$ cat src/rtl/m_pkg.sv
// m_pkg: shared state encoding and recurrence constants for the m-sequence checker.
package m_pkg;
  typedef enum logic [1:0] {FILL, ACQ, LOCKED} m_state_e;
  localparam logic [3:0] M_TAPS = 4'b1001;
  localparam int M_PERIOD = 15;
  function automatic logic m_predict(input logic [3:0] h);
    return ^(h & M_TAPS);
  endfunction
endpackage

$ cat src/rtl/m_pred.sv
// m_pred: 4-bit history with next-bit prediction; shifts either received or predicted bits.
module m_pred
  import m_pkg::*;
(
  input  logic clk_mar,
  input  logic rst,
  input  logic shift,
  input  logic use_pred,
  input  logic bit_in,
  output logic p,
  output logic h_zero
);
  logic [3:0] h_q, h_d;
  assign p = m_predict(h_q);
  assign h_zero = h_q == 4'd0;
  always_comb h_d = shift ? {h_q[2:0], use_pred ? p : bit_in} : h_q;
  always_ff @(posedge clk_mar or posedge rst)
    if (rst) h_q <= 4'd0;
    else h_q <= h_d;
endmodule

$ cat src/rtl/m_check.sv
// m_check: self-synchronising m-sequence checker with lock detection and windowed error counts.
module m_check
  import m_pkg::*;
#(
  parameter int WIN_LEN  = 1500,
  parameter int LOCK_CNT = 16,
  parameter int LOSS_THR = 32
) (
  input  logic        clk_mar,
  input  logic        rst,
  input  logic        bit_in,
  input  logic        bit_valid,
  output logic        lock,
  output logic        err_pulse,
  output logic [15:0] err_snap,
  output logic        win_done
);
  localparam int WB_W = $clog2(WIN_LEN + 1);
  m_state_e state_q, state_d;
  logic [1:0] fill_q, fill_d;
  logic [7:0] run_q, run_d;
  logic [WB_W-1:0] wbits_q, wbits_d;
  logic [15:0] werr_q, werr_d, werr_inc, snap_q, snap_d;
  logic lock_q, lock_d, err_q, err_d, win_q, win_d;
  logic p, h_zero, mis;
  m_pred u_pred (
    .clk_mar (clk_mar),
    .rst     (rst),
    .shift   (bit_valid),
    .use_pred(state_q == LOCKED),
    .bit_in  (bit_in),
    .p       (p),
    .h_zero  (h_zero)
  );
  assign mis = bit_in ^ p;
  assign werr_inc = (werr_q == 16'hFFFF) ? werr_q : werr_q + {15'd0, mis};
  always_comb begin
    state_d = state_q;
    fill_d  = fill_q;
    run_d   = run_q;
    wbits_d = wbits_q;
    werr_d  = werr_q;
    snap_d  = snap_q;
    err_d   = 1'b0;
    win_d   = 1'b0;
    if (bit_valid && state_q == FILL) begin
      fill_d  = fill_q + 2'd1;
      state_d = (fill_q == 2'd3) ? ACQ : FILL;
    end else if (bit_valid && state_q == ACQ) begin
      // an all-zero history predicts zeros forever, so it must never build a run
      run_d = (!mis && !h_zero) ? run_q + 8'd1 : 8'd0;
      if (run_d == 8'(LOCK_CNT)) begin
        state_d = LOCKED;
        wbits_d = '0;
        werr_d  = '0;
      end
    end else if (bit_valid && state_q == LOCKED) begin
      err_d   = mis;
      wbits_d = wbits_q + 1'b1;
      werr_d  = werr_inc;
      if (wbits_q == WB_W'(WIN_LEN - 1)) begin
        snap_d  = werr_inc;
        win_d   = 1'b1;
        wbits_d = '0;
        werr_d  = '0;
      end
      if (werr_inc == 16'(LOSS_THR)) begin
        state_d = ACQ;
        run_d   = 8'd0;
        wbits_d = '0;
        werr_d  = '0;
      end
    end
    lock_d = state_d == LOCKED;
  end
  always_ff @(posedge clk_mar or posedge rst)
    if (rst) begin
      state_q <= FILL;
      fill_q  <= 2'd0;
      run_q   <= 8'd0;
      wbits_q <= '0;
      werr_q  <= 16'd0;
      snap_q  <= 16'd0;
      lock_q  <= 1'b0;
      err_q   <= 1'b0;
      win_q   <= 1'b0;
    end else begin
      state_q <= state_d;
      fill_q  <= fill_d;
      run_q   <= run_d;
      wbits_q <= wbits_d;
      werr_q  <= werr_d;
      snap_q  <= snap_d;
      lock_q  <= lock_d;
      err_q   <= err_d;
      win_q   <= win_d;
    end
  assign lock      = lock_q;
  assign err_pulse = err_q;
  assign err_snap  = snap_q;
  assign win_done  = win_q;
endmodule

$ cat config.mk
export PLATFORM = sky130hd
export DESIGN_NAME = m_check
export DESIGN_NICKNAME = d
export VERILOG_FILES = /design/src/rtl/m_pkg.sv /design/src/rtl/m_pred.sv /design/src/rtl/m_check.sv
export SDC_FILE = /design/constraint.sdc
export NUM_CORES = 1
export LEC_CHECK = 0
export ABC_AREA = 0
export CORE_MARGIN = 2
export CORE_UTILIZATION = 40
export DETAILED_ROUTE_END_ITERATION = 8
export HOLD_SLACK_MARGIN = 0.02
export PLACE_DENSITY_LB_ADDON = 0.08
export SKIP_LAST_GASP = 1
export SLEW_MARGIN = 30
export SYNTH_ARGS = -nofsm -noshare
export SYNTH_HDL_FRONTEND = slang
export SYNTH_SLANG_ARGS = --single-unit
$ cat constraint.sdc
create_clock -name clk_mar -period 7 [get_ports clk_mar]
set_input_delay 1.4 -clock clk_mar [delete_from_list [all_inputs] [get_ports clk_mar]]
set_output_delay 1.4 -clock clk_mar [all_outputs]
set_load 0.01 [all_outputs]
# After elaboration in Yosys (flattened, before gate mapping)
# Index checks and enable logic that the tools add are counted.
dict set report word_totals {
  register_bits 62
  inputBits 4
  out_inout_bits 19
}
dict set report op_classes {
  n_addsub 4
  n_eq_ne 9
  mux 29
  n_bitwise 3
  n_reduce_logical 14
}
# op n
set ops {}
lappend ops {{2-to-1 mux 16 bit} 6}
lappend ops {{2-to-1 mux 11 bit} 5}
lappend ops {{2-to-1 mux 8 bit} 4}
lappend ops {{adder 16 x 1 -> 16 bit} 1}
lappend ops {{equality test 16 bit, second input constant} 1}
lappend ops {{equality test 16 x 6 -> 1 bit, second input constant} 1}
lappend ops {{adder 11 x 1 -> 11 bit, second input constant} 1}
lappend ops {{equality test 11 bit, second input constant} 1}
lappend ops {{2-to-1 mux 2 bit} 5}
lappend ops {{2-to-1 mux 1 bit} 9}
lappend ops {{adder 8 x 1 -> 8 bit, second input constant} 1}
lappend ops {{equality test 8 x 5 -> 1 bit, second input constant} 1}
lappend ops {{equality test 2 bit, second input constant} 3}
lappend ops {{AND reduction 3 bit} 2}
lappend ops {{logical AND 1 bit} 4}
lappend ops {{zero test 4 bit} 1}
lappend ops {{AND reduction 4 bit} 1}
lappend ops {{nonzero test 2 bit} 2}
lappend ops {{parity 4 bit} 1}
lappend ops {{adder 2 x 1 -> 2 bit, second input constant} 1}
lappend ops {{equality test 2 x 1 -> 1 bit, second input constant} 1}
lappend ops {{zero test 1 bit} 2}
lappend ops {{zero test 2 bit} 1}
lappend ops {{inequality test 2 x 1 -> 1 bit, second input constant} 1}
lappend ops {{other kinds (2)} 3}

# Depth between registers and ports, before layout
# Gate-level depths: netlist (run 1).
dict set report logic_depth {
  ltp_word 10
  ltp_mapped 14
  depth_no_buf 12
}

# By module
# Synthesis (run 1) repeated with hierarchy kept, for this count alone.
dict set report unflattened {
  hier_cells 405
  hier_area_um2 3568.4
}
# module instances cells_each area_per_inst_um2 seq_area_each_um2
set by_module_without_submodules {}
lappend by_module_without_submodules {m_check 1 390 3389.5 1451.4}
lappend by_module_without_submodules {m_pred 1 15 178.9 100.1}

# Worst setup path before layout (run 1)
# Ideal clock, no wire load.
dict set report synth_path {
  path_kind {input -> register}
  from {input bit_in}
  to {register wbits_q[3]}
  arrival_time_ns 3.931
  setup_slack_ns 2.940
  path_stages 14
  n_path_buf 2
  path_cell_list {xnor2_1 > xnor2_1 > ha_1 > ha_1 > and3_1 > clkbuf_1 > nand3_1 > o31ai_1 > nand4_1 > nor4_4 > nand2_2 > buf_6 > a32oi_2 > o31ai_2}
}
dict set report synth_between {
  elab_chain_len 7
}
# item line_no
set synth_lines {}
lappend synth_lines {{start: declaration} m_check.sv:11} ;# input logic bit_in,
lappend synth_lines {{bitwise XOR 1 bit (*)} m_check.sv:35} ;# assign mis = bit_in ^ p;
lappend synth_lines {{adder 16 x 1 -> 16 bit / zero test 1 bit (equally long branches)} {m_check.sv:36, m_check.sv:51}}
lappend synth_lines {{2-to-1 mux 16 bit / logical AND 1 bit (equally long branches)} {m_check.sv:36, m_check.sv:51}}
lappend synth_lines {{equality test 16 x 6 -> 1 bit / 2-to-1 mux 8 bit (equally long branches)} {m_check.sv:67, m_check.sv:51}}
lappend synth_lines {{2-to-1 mux 11 bit / equality test 8 x 5 -> 1 bit (equally long branches)} {m_check.sv:67, m_check.sv:52}}
lappend synth_lines {{2-to-1 mux 11 bit / inequality test 2 x 1 -> 1 bit (equally long branches)} --}
lappend synth_lines {{2-to-1 mux 11 bit / AND reduction 3 bit (equally long branches)} --}
lappend synth_lines {{end signal: assignment} m_check.sv:91} ;# wbits_q <= wbits_d;
lappend synth_lines {{end: declaration} m_check.sv:22} ;# logic [WB_W-1:0] wbits_q, wbits_d;
# Every way passes the cells marked *; elsewhere a longest branch is shown, timed or not. The select of a mux whose other input is x is not followed.
# A chain may end at the register's enable or synchronous reset.

# Worst setup path in the final report (run 1)
dict set report layout_path {
  from {input bit_in}
  to {register werr_q[13]}
}
dict set report layout_between {
  elab_chain_len 7
}
# item line_no
set layout_lines {}
lappend layout_lines {{bitwise XOR 1 bit (*)} m_check.sv:35}
lappend layout_lines {{adder 16 x 1 -> 16 bit / zero test 1 bit (equally long branches)} {m_check.sv:36, m_check.sv:51}}
lappend layout_lines {{2-to-1 mux 16 bit / logical AND 1 bit (equally long branches)} {m_check.sv:36, m_check.sv:51}}
lappend layout_lines {{equality test 16 x 6 -> 1 bit, or another cell as far along} m_check.sv:67} ;# if (werr_inc == 16'(LOSS_THR)) begin
lappend layout_lines {{2-to-1 mux 16 bit / equality test 8 x 5 -> 1 bit (equally long branches)} {m_check.sv:67, m_check.sv:52}}
lappend layout_lines {{2-to-1 mux 16 bit / inequality test 2 x 1 -> 1 bit (equally long branches)} --}
lappend layout_lines {{2-to-1 mux 16 bit / AND reduction 3 bit (equally long branches)} --}
lappend layout_lines {{end signal: assignment} m_check.sv:92} ;# werr_q <= werr_d;
lappend layout_lines {{end: declaration} m_check.sv:23} ;# logic [15:0] werr_q, werr_d, werr_inc, snap_q, snap_d;
# Marks and branches as above.

==> results.toml, run 1 <==
[placement]
postPlaceCellArea_sq_um = 3991
portBuffers = 22
dpl.hpwl_mm = 5.936
gpl.final_weighted_congestion = 0.8690

[finish]
final_design_area_no_fill_sq_um = 4165
drive_gt1_frac = 0.1265
numnets_final = 425
layout_common_cells = "dfrtp_1 (62), nand2_1 (44), nand3_1 (27), nor2_1 (27), clkdlybuf4s50_1 (22)"
layout.cells.most_common = "dfrtp_1"
number_of_diodes = 0
layout-area-overhead-vs-synth_pct = 10.49

[pwr]
p_clk_frac = 0.378
net-switching-power_mw = 0.2171
seq_power_share = 0.507
p_int_mw = 0.5660
powerDensity_nw_per_um2 = 188.0
power.leakage_nw = 1.665
power.combinational.fraction = 0.115
power.share.switching = 0.2772
vdd_drop_max_mv = 0.1034

[timing]
timing.setup.tns_ns = 0
worst_slew_pin_slew_ns = 0.7992
hold_viol_final = 0
max_clk_rate_mhz = 188.5
max-slew-margin-rel = 0.4623
final_critical_path_share_of_the_clock_period = 0.7580
period_needed_ns = 5.306
clock_skew_ns = 0.009876
setup_viol = 0
final_max_slew_viol_count = 0
grt_setup_unrepaired = "false"

[floorplanning]
die-height_um = 101.1
initial_utilization = 0.4099
die_area_sq_um = 10220
row_count = 35
io_pins = 23
coreArea_sq_um = 9196
die_width_um = 101.1

[clocking]
cts_tree = "built"
cts_sinks = 62
worstSkewPairLatency_ns = 0.35
cts-buffers-inserted = 9
cts_resized = 0
post_cts.repair.setup_buffers = 0
ctsHoldBuffers = 0
clockBufferDepth = 2
cts_root_buffer = "clkbuf_8"
cts-htree-levels = 3
clk_pin_slew_ns = 0.06

[drt]
vias_per_cell = 5.947
detailroute.via_count = 3152
drt-pass1-iter-count = 4
drt_drc_violations_left = 0
dr.first_iter.drc_count = 170
totalWireLength_mm = 9.039
final_antenna_net_count = 0
avgRoutedWirePerCell_um = 17.05

[setup_path]
critPathLaunchType = "primary input"
crit_arrival_ns = 5.50
crit_type = "primary input to flip-flop"
critical_path.endpoint_type = "flip-flop"
worstPathRequired_ns = 7.20
critical_path_peak_fanout = 22

[global_routing]
pin_count_of_the_biggest_net_entering_global_routing = 63
grt_pass1_wl_mm = 15.18
grt_util_all_layers = 0.1887
first_global_vias = 2950
overflow = 0
antenna_violations_before_repair = 0

[synthesis]
synthDistinctLibCells = 64
ys_seq_elements = 62
synthCells = 410
yosysWarnings = 0
mappedNetlistNets = 419
synthFlopType = "dfrtp_1"
postSynthAreaPerCell_sq_um = 9.195
synth-seq-area-share = 0.4115
area_of_the_mapped_netlist_sq_um = 3770
synth_edf_count = 0
synth-async-reset-ratio = 1.000

[min_path]
holdCritPathClass = "flip-flop to flip-flop"

[run]
max_cap_violations = 0

[run_status]
outcome = "completed"
-- routing by layer --
layer / vias to the layer above / GRT usage / wire, um
met2: 72 / 0.3016 / 4298
met3: 7 / 0.03953 / 338
met5: - / 0 / 0
met4: 0 / 0.05925 / 76
li1: 1535 / - / -
met1: 1538 / 0.2561 / 4325
-- worst paths after layout --
path | depth (start not counted) | end | slack (ns) | start
min in group asynchronous | 3 | err_snap[2] | 1.61 | rst
worst max register to register | 12 | werr_q[13] | 2.74 | u_pred.h_q[0]
worst min-delay path | 2 | err_snap[6] | 0.48 | err_snap[6]
max in group asynchronous | 3 | run_q[3] | 4.85 | rst
worst min register to register | 2 | err_snap[6] | 0.48 | err_snap[6]
worst max-delay path | 13 | werr_q[13] | 1.69 | bit_in
-- stage by stage --
step                        util  power (mW)  worst slack, ns  hold WS, ns  cells
final                     0.4529      0.7831            1.694       0.4763    530
after global placement    0.4340      0.4931            1.432       0.4522    516
after CTS                 0.4529      0.7936            1.700       0.4823    530
after floorplan                -      0.4687            2.940       0.4480    410
after global routing      0.4529      0.8252            1.340       0.5093    530
after detailed placement  0.4340      0.4955            1.333       0.4636    516
-- kinds of logic after synthesis --
| kind of cell | share of synthesized area |
|---|---|
| buffers and inverters | 0.05045 |
| muxes | 0.01460 |
| adders and majority gates | 0.01659 |
| and+or+nand+nor | 0.2599 |
| AOI/OAI and AO/OA | 0.2121 |
| DFF | 0.4116 |
| xor gates and xnor gates | 0.03485 |
-- sequential cells by signal, summed over array words and instances (netlist names) --
signal,count
err_snap,16
u_pred.h_q,4
state_q,2
err_pulse,1
lock,1
run_q,8
fill_q,2
werr_q,16
win_done,1
wbits_q,11
-- power groups by stage --
stage	sequential [mW]	combinational [mW]	clock [mW]
6_report	0.397	0.0900	0.296
5_1_grt	0.401	0.105	0.320
4_1_cts	0.397	0.0921	0.305
3_5_place_dp	0.404	0.0919	0
3_3_place_gp	0.403	0.0904	0
2_1_floorplan	0.399	0.0701	0
-- worst max-delay path: stages --
cell and delay, ns:
clkdlybuf4s50_1 0.46, xnor2_1 0.23, xnor2_1 0.21, ha_1 0.31, ha_1 0.26, and3_1 0.32
nand3_1 0.20, o31ai_1 0.47, nand4_1 0.23, nor4_4 0.24, nand2_2 0.37, nand2_2 0.65
o21ai_1 0.15
-- cells in the mapped netlist (8+ instances only) --
cell type	n	share of area
clkbuf_1	13	0.013
xnor2_1	8	0.019
dfrtp_1	62	0.41
o21ai_1	19	0.025
a21oi_1	11	0.015
nand4_1	16	0.027
o31ai_2	10	0.033
and3_1	16	0.027
nor2_1	27	0.027
o31ai_1	8	0.016
and4_1	8	0.019
buf_2	10	0.013
nand2_1	44	0.044
o21ai_0	18	0.024
nand3_1	27	0.036
-- area by class of cell --
type                    count  area, sq um
multi-input cells         311         2028
inverters                   6        22.52
flip-flops and latches     62         1551
repair buffers             26        250.2
fillers                   918         5031
clock buffers              13        168.9
well taps                 111        138.9
clock inverters             1        5.005
Power figures use the tool's default switching activity.
==> run 2, diff against run 1 <==
clock period = 4.3 ns   (was 7 ns; I/O delays follow)
==> run 2 against run 1 <==
  * Sequential share of layout area decreased by 1.6 points
  * Flip-flop and latch count unchanged
  * Worst hold slack lost 0.0073 ns
  * Global-route usage is 0.084 points lower
  * Clock skew increased by 0.0028 ns
  * Via count increased by 1.3%
  * Power grew 76%
  * Clock power up 100%
  * Sequential power is 63% higher
  * Register-to-register slack lost 1.9 ns
  * Count of clock-buffer cells in the layout shrank 2
  * Largest power group unchanged
==> results.toml, run 2 (synthesis results as in run 1) <==
[clocking]
cts-buffers-inserted = 9
clk_pin_slew_ns = 0.07
cts_tree = "built"
ctsHoldBuffers = 0
cts-htree-levels = 3
cts_resized = 0
cts_root_buffer = "clkbuf_8"
cts_sinks = 62
clockBufferDepth = 2
post_cts.repair.setup_buffers = 0
worstSkewPairLatency_ns = 0.35

[timing]
period_needed_ns = 3.974
hold_viol_final = 0
final_critical_path_share_of_the_clock_period = 0.9242
grt_setup_unrepaired = "false"
clock_skew_ns = 0.01263
max_clk_rate_mhz = 251.6
final_max_slew_viol_count = 0
worst_slew_pin_slew_ns = 0.7370
setup_viol = 0
whs_ns = 0.4690
max-slew-margin-rel = 0.4960

[pwr]
powerDensity_nw_per_um2 = 317.5
net-switching-power_mw = 0.3578
power.share.switching = 0.2589
power_mw = 1.382
p_clk_frac = 0.428
seq_power_share = 0.468
power.leakage_nw = 1.772
p_int_mw = 1.024
vdd_drop_max_mv = 0.1722
power.combinational.fraction = 0.104

[run]
max_cap_violations = 0

[floorplanning]
coreArea_sq_um = 9196
row_count = 35
initial_utilization = 0.4099
io_pins = 23
die-height_um = 101.1
die_area_sq_um = 10220
die_width_um = 101.1

[drt]
drt-pass1-iter-count = 4
dr.first_iter.drc_count = 197
dr_wl_met3_um = 303
vias_per_cell = 5.846
final_antenna_net_count = 0
detailroute.via_count = 3192
totalWireLength_mm = 8.861
dr_wl_met2_mm = 4.109
avgRoutedWirePerCell_um = 16.23
routed.top_layer = "met4"
drt_drc_violations_left = 0
wirelength_met1_mm = 4.290

[finish]
layout.cells.most_common = "dfrtp_1"
drive_gt1_frac = 0.1632
layout-area-overhead-vs-synth_pct = 15.47
multi_input_gate_area_in_the_final_layout_sq_um = 2031
numnets_final = 440
final.fill_count = 899
number_of_diodes = 0
final_design_area_no_fill_sq_um = 4353
layout_common_cells = "dfrtp_1 (62), nand2_1 (44), nand3_1 (27), nor2_1 (27), clkdlybuf4s50_1 (22)"
register_area_sq_um = 1551

[global_routing]
antenna_violations_before_repair = 0
pin_count_of_the_biggest_net_entering_global_routing = 40
grt_util_all_layers = 0.1878
grt_pass1_wl_mm = 15.17
first_global_vias = 2967
overflow = 0

[setup_path]
crit_type = "primary input to flip-flop"
critPathLaunchType = "primary input"
critical_path.cell_chain = "clkdlybuf4s50_1, xnor2_1, xnor2_1, ha_1, ha_1, and3_1, nand3_1, o31ai_1, nand4_1, nor4_4, buf_4, a32oi_2, o21ai_1, o31ai_1"
slowest_stage = "clkdlybuf4s50_1"
crit_arrival_ns = 4.20
critical_path.endpoint_type = "flip-flop"
highest_cell_delay_on_the_worst_timing_path_ns = 0.46
critical_path_peak_fanout = 8
worstPathRequired_ns = 4.52

[run_status]
outcome = "completed"

[min_path]
holdCritPathClass = "flip-flop to flip-flop"

[placement]
gpl.final_weighted_congestion = 0.8407
portBuffers = 22
postPlaceCellArea_sq_um = 4129
dpl.hpwl_mm = 6.051
## run 2: worst max-delay path, delay by kind of cell
| family | cells | cell delay, ns |
|---|---|---|
| fa+ha+maj | 2 | 0.51 |
| simple gates | 4 | 0.82 |
| xor+xnor | 2 | 0.44 |
| buf+inv | 2 | 0.62 |
| compound gates | 4 | 0.94 |
## run 2: area by class of cell
cell class              instances  share of cell area
flip-flops and latches         62              0.3564
repair buffers                 41             0.08911
multi-input cells             311              0.4665
inverters                       6            0.005174
clock buffers                  11             0.03478
clock inverters                 4             0.01610
well taps                     111             0.03191
## run 2: per-layer routing
layer	GRT usage	vias up
met4	0.06757	0
met1	0.2661	1551
met3	0.02705	13
met2	0.2919	55
li1	-	1573
met5	0	-
## run 2: per-stage QoR
step                      worst slack (ns)  instances  utilization   TNS, ns
after floorplan                     0.7800        410            -         0
after global placement             0.03048        531       0.4490         0
after detailed placement          -0.01161        531       0.4490  -0.01611
after CTS                           0.3538        546       0.4731         0
after global routing                0.1124        546       0.4733         0
final                               0.3261        546       0.4733         0
## run 2: power groups by stage
stage	sequential, mW	combinational [mW]	clock (mW)
6_report	0.647	0.144	0.591
5_1_grt	0.653	0.165	0.633
4_1_cts	0.647	0.147	0.606
3_5_place_dp	0.658	0.146	0
3_3_place_gp	0.657	0.143	0
2_1_floorplan	0.649	0.114	0
## run 2: final timing paths
check	startpoint	endpoint	slack [ns]	depth (start not counted)
setup / recovery	bit_in	run_q[6]	0.33	14
hold / removal	err_snap[5]	err_snap[5]	0.47	2
setup reg to reg	u_pred.h_q[0]	run_q[6]	0.85	13
hold reg to reg	err_snap[5]	err_snap[5]	0.47	2
max in group asynchronous	rst	u_pred.h_q[0]	2.51	3
min in group asynchronous	rst	err_snap[7]	0.86	2
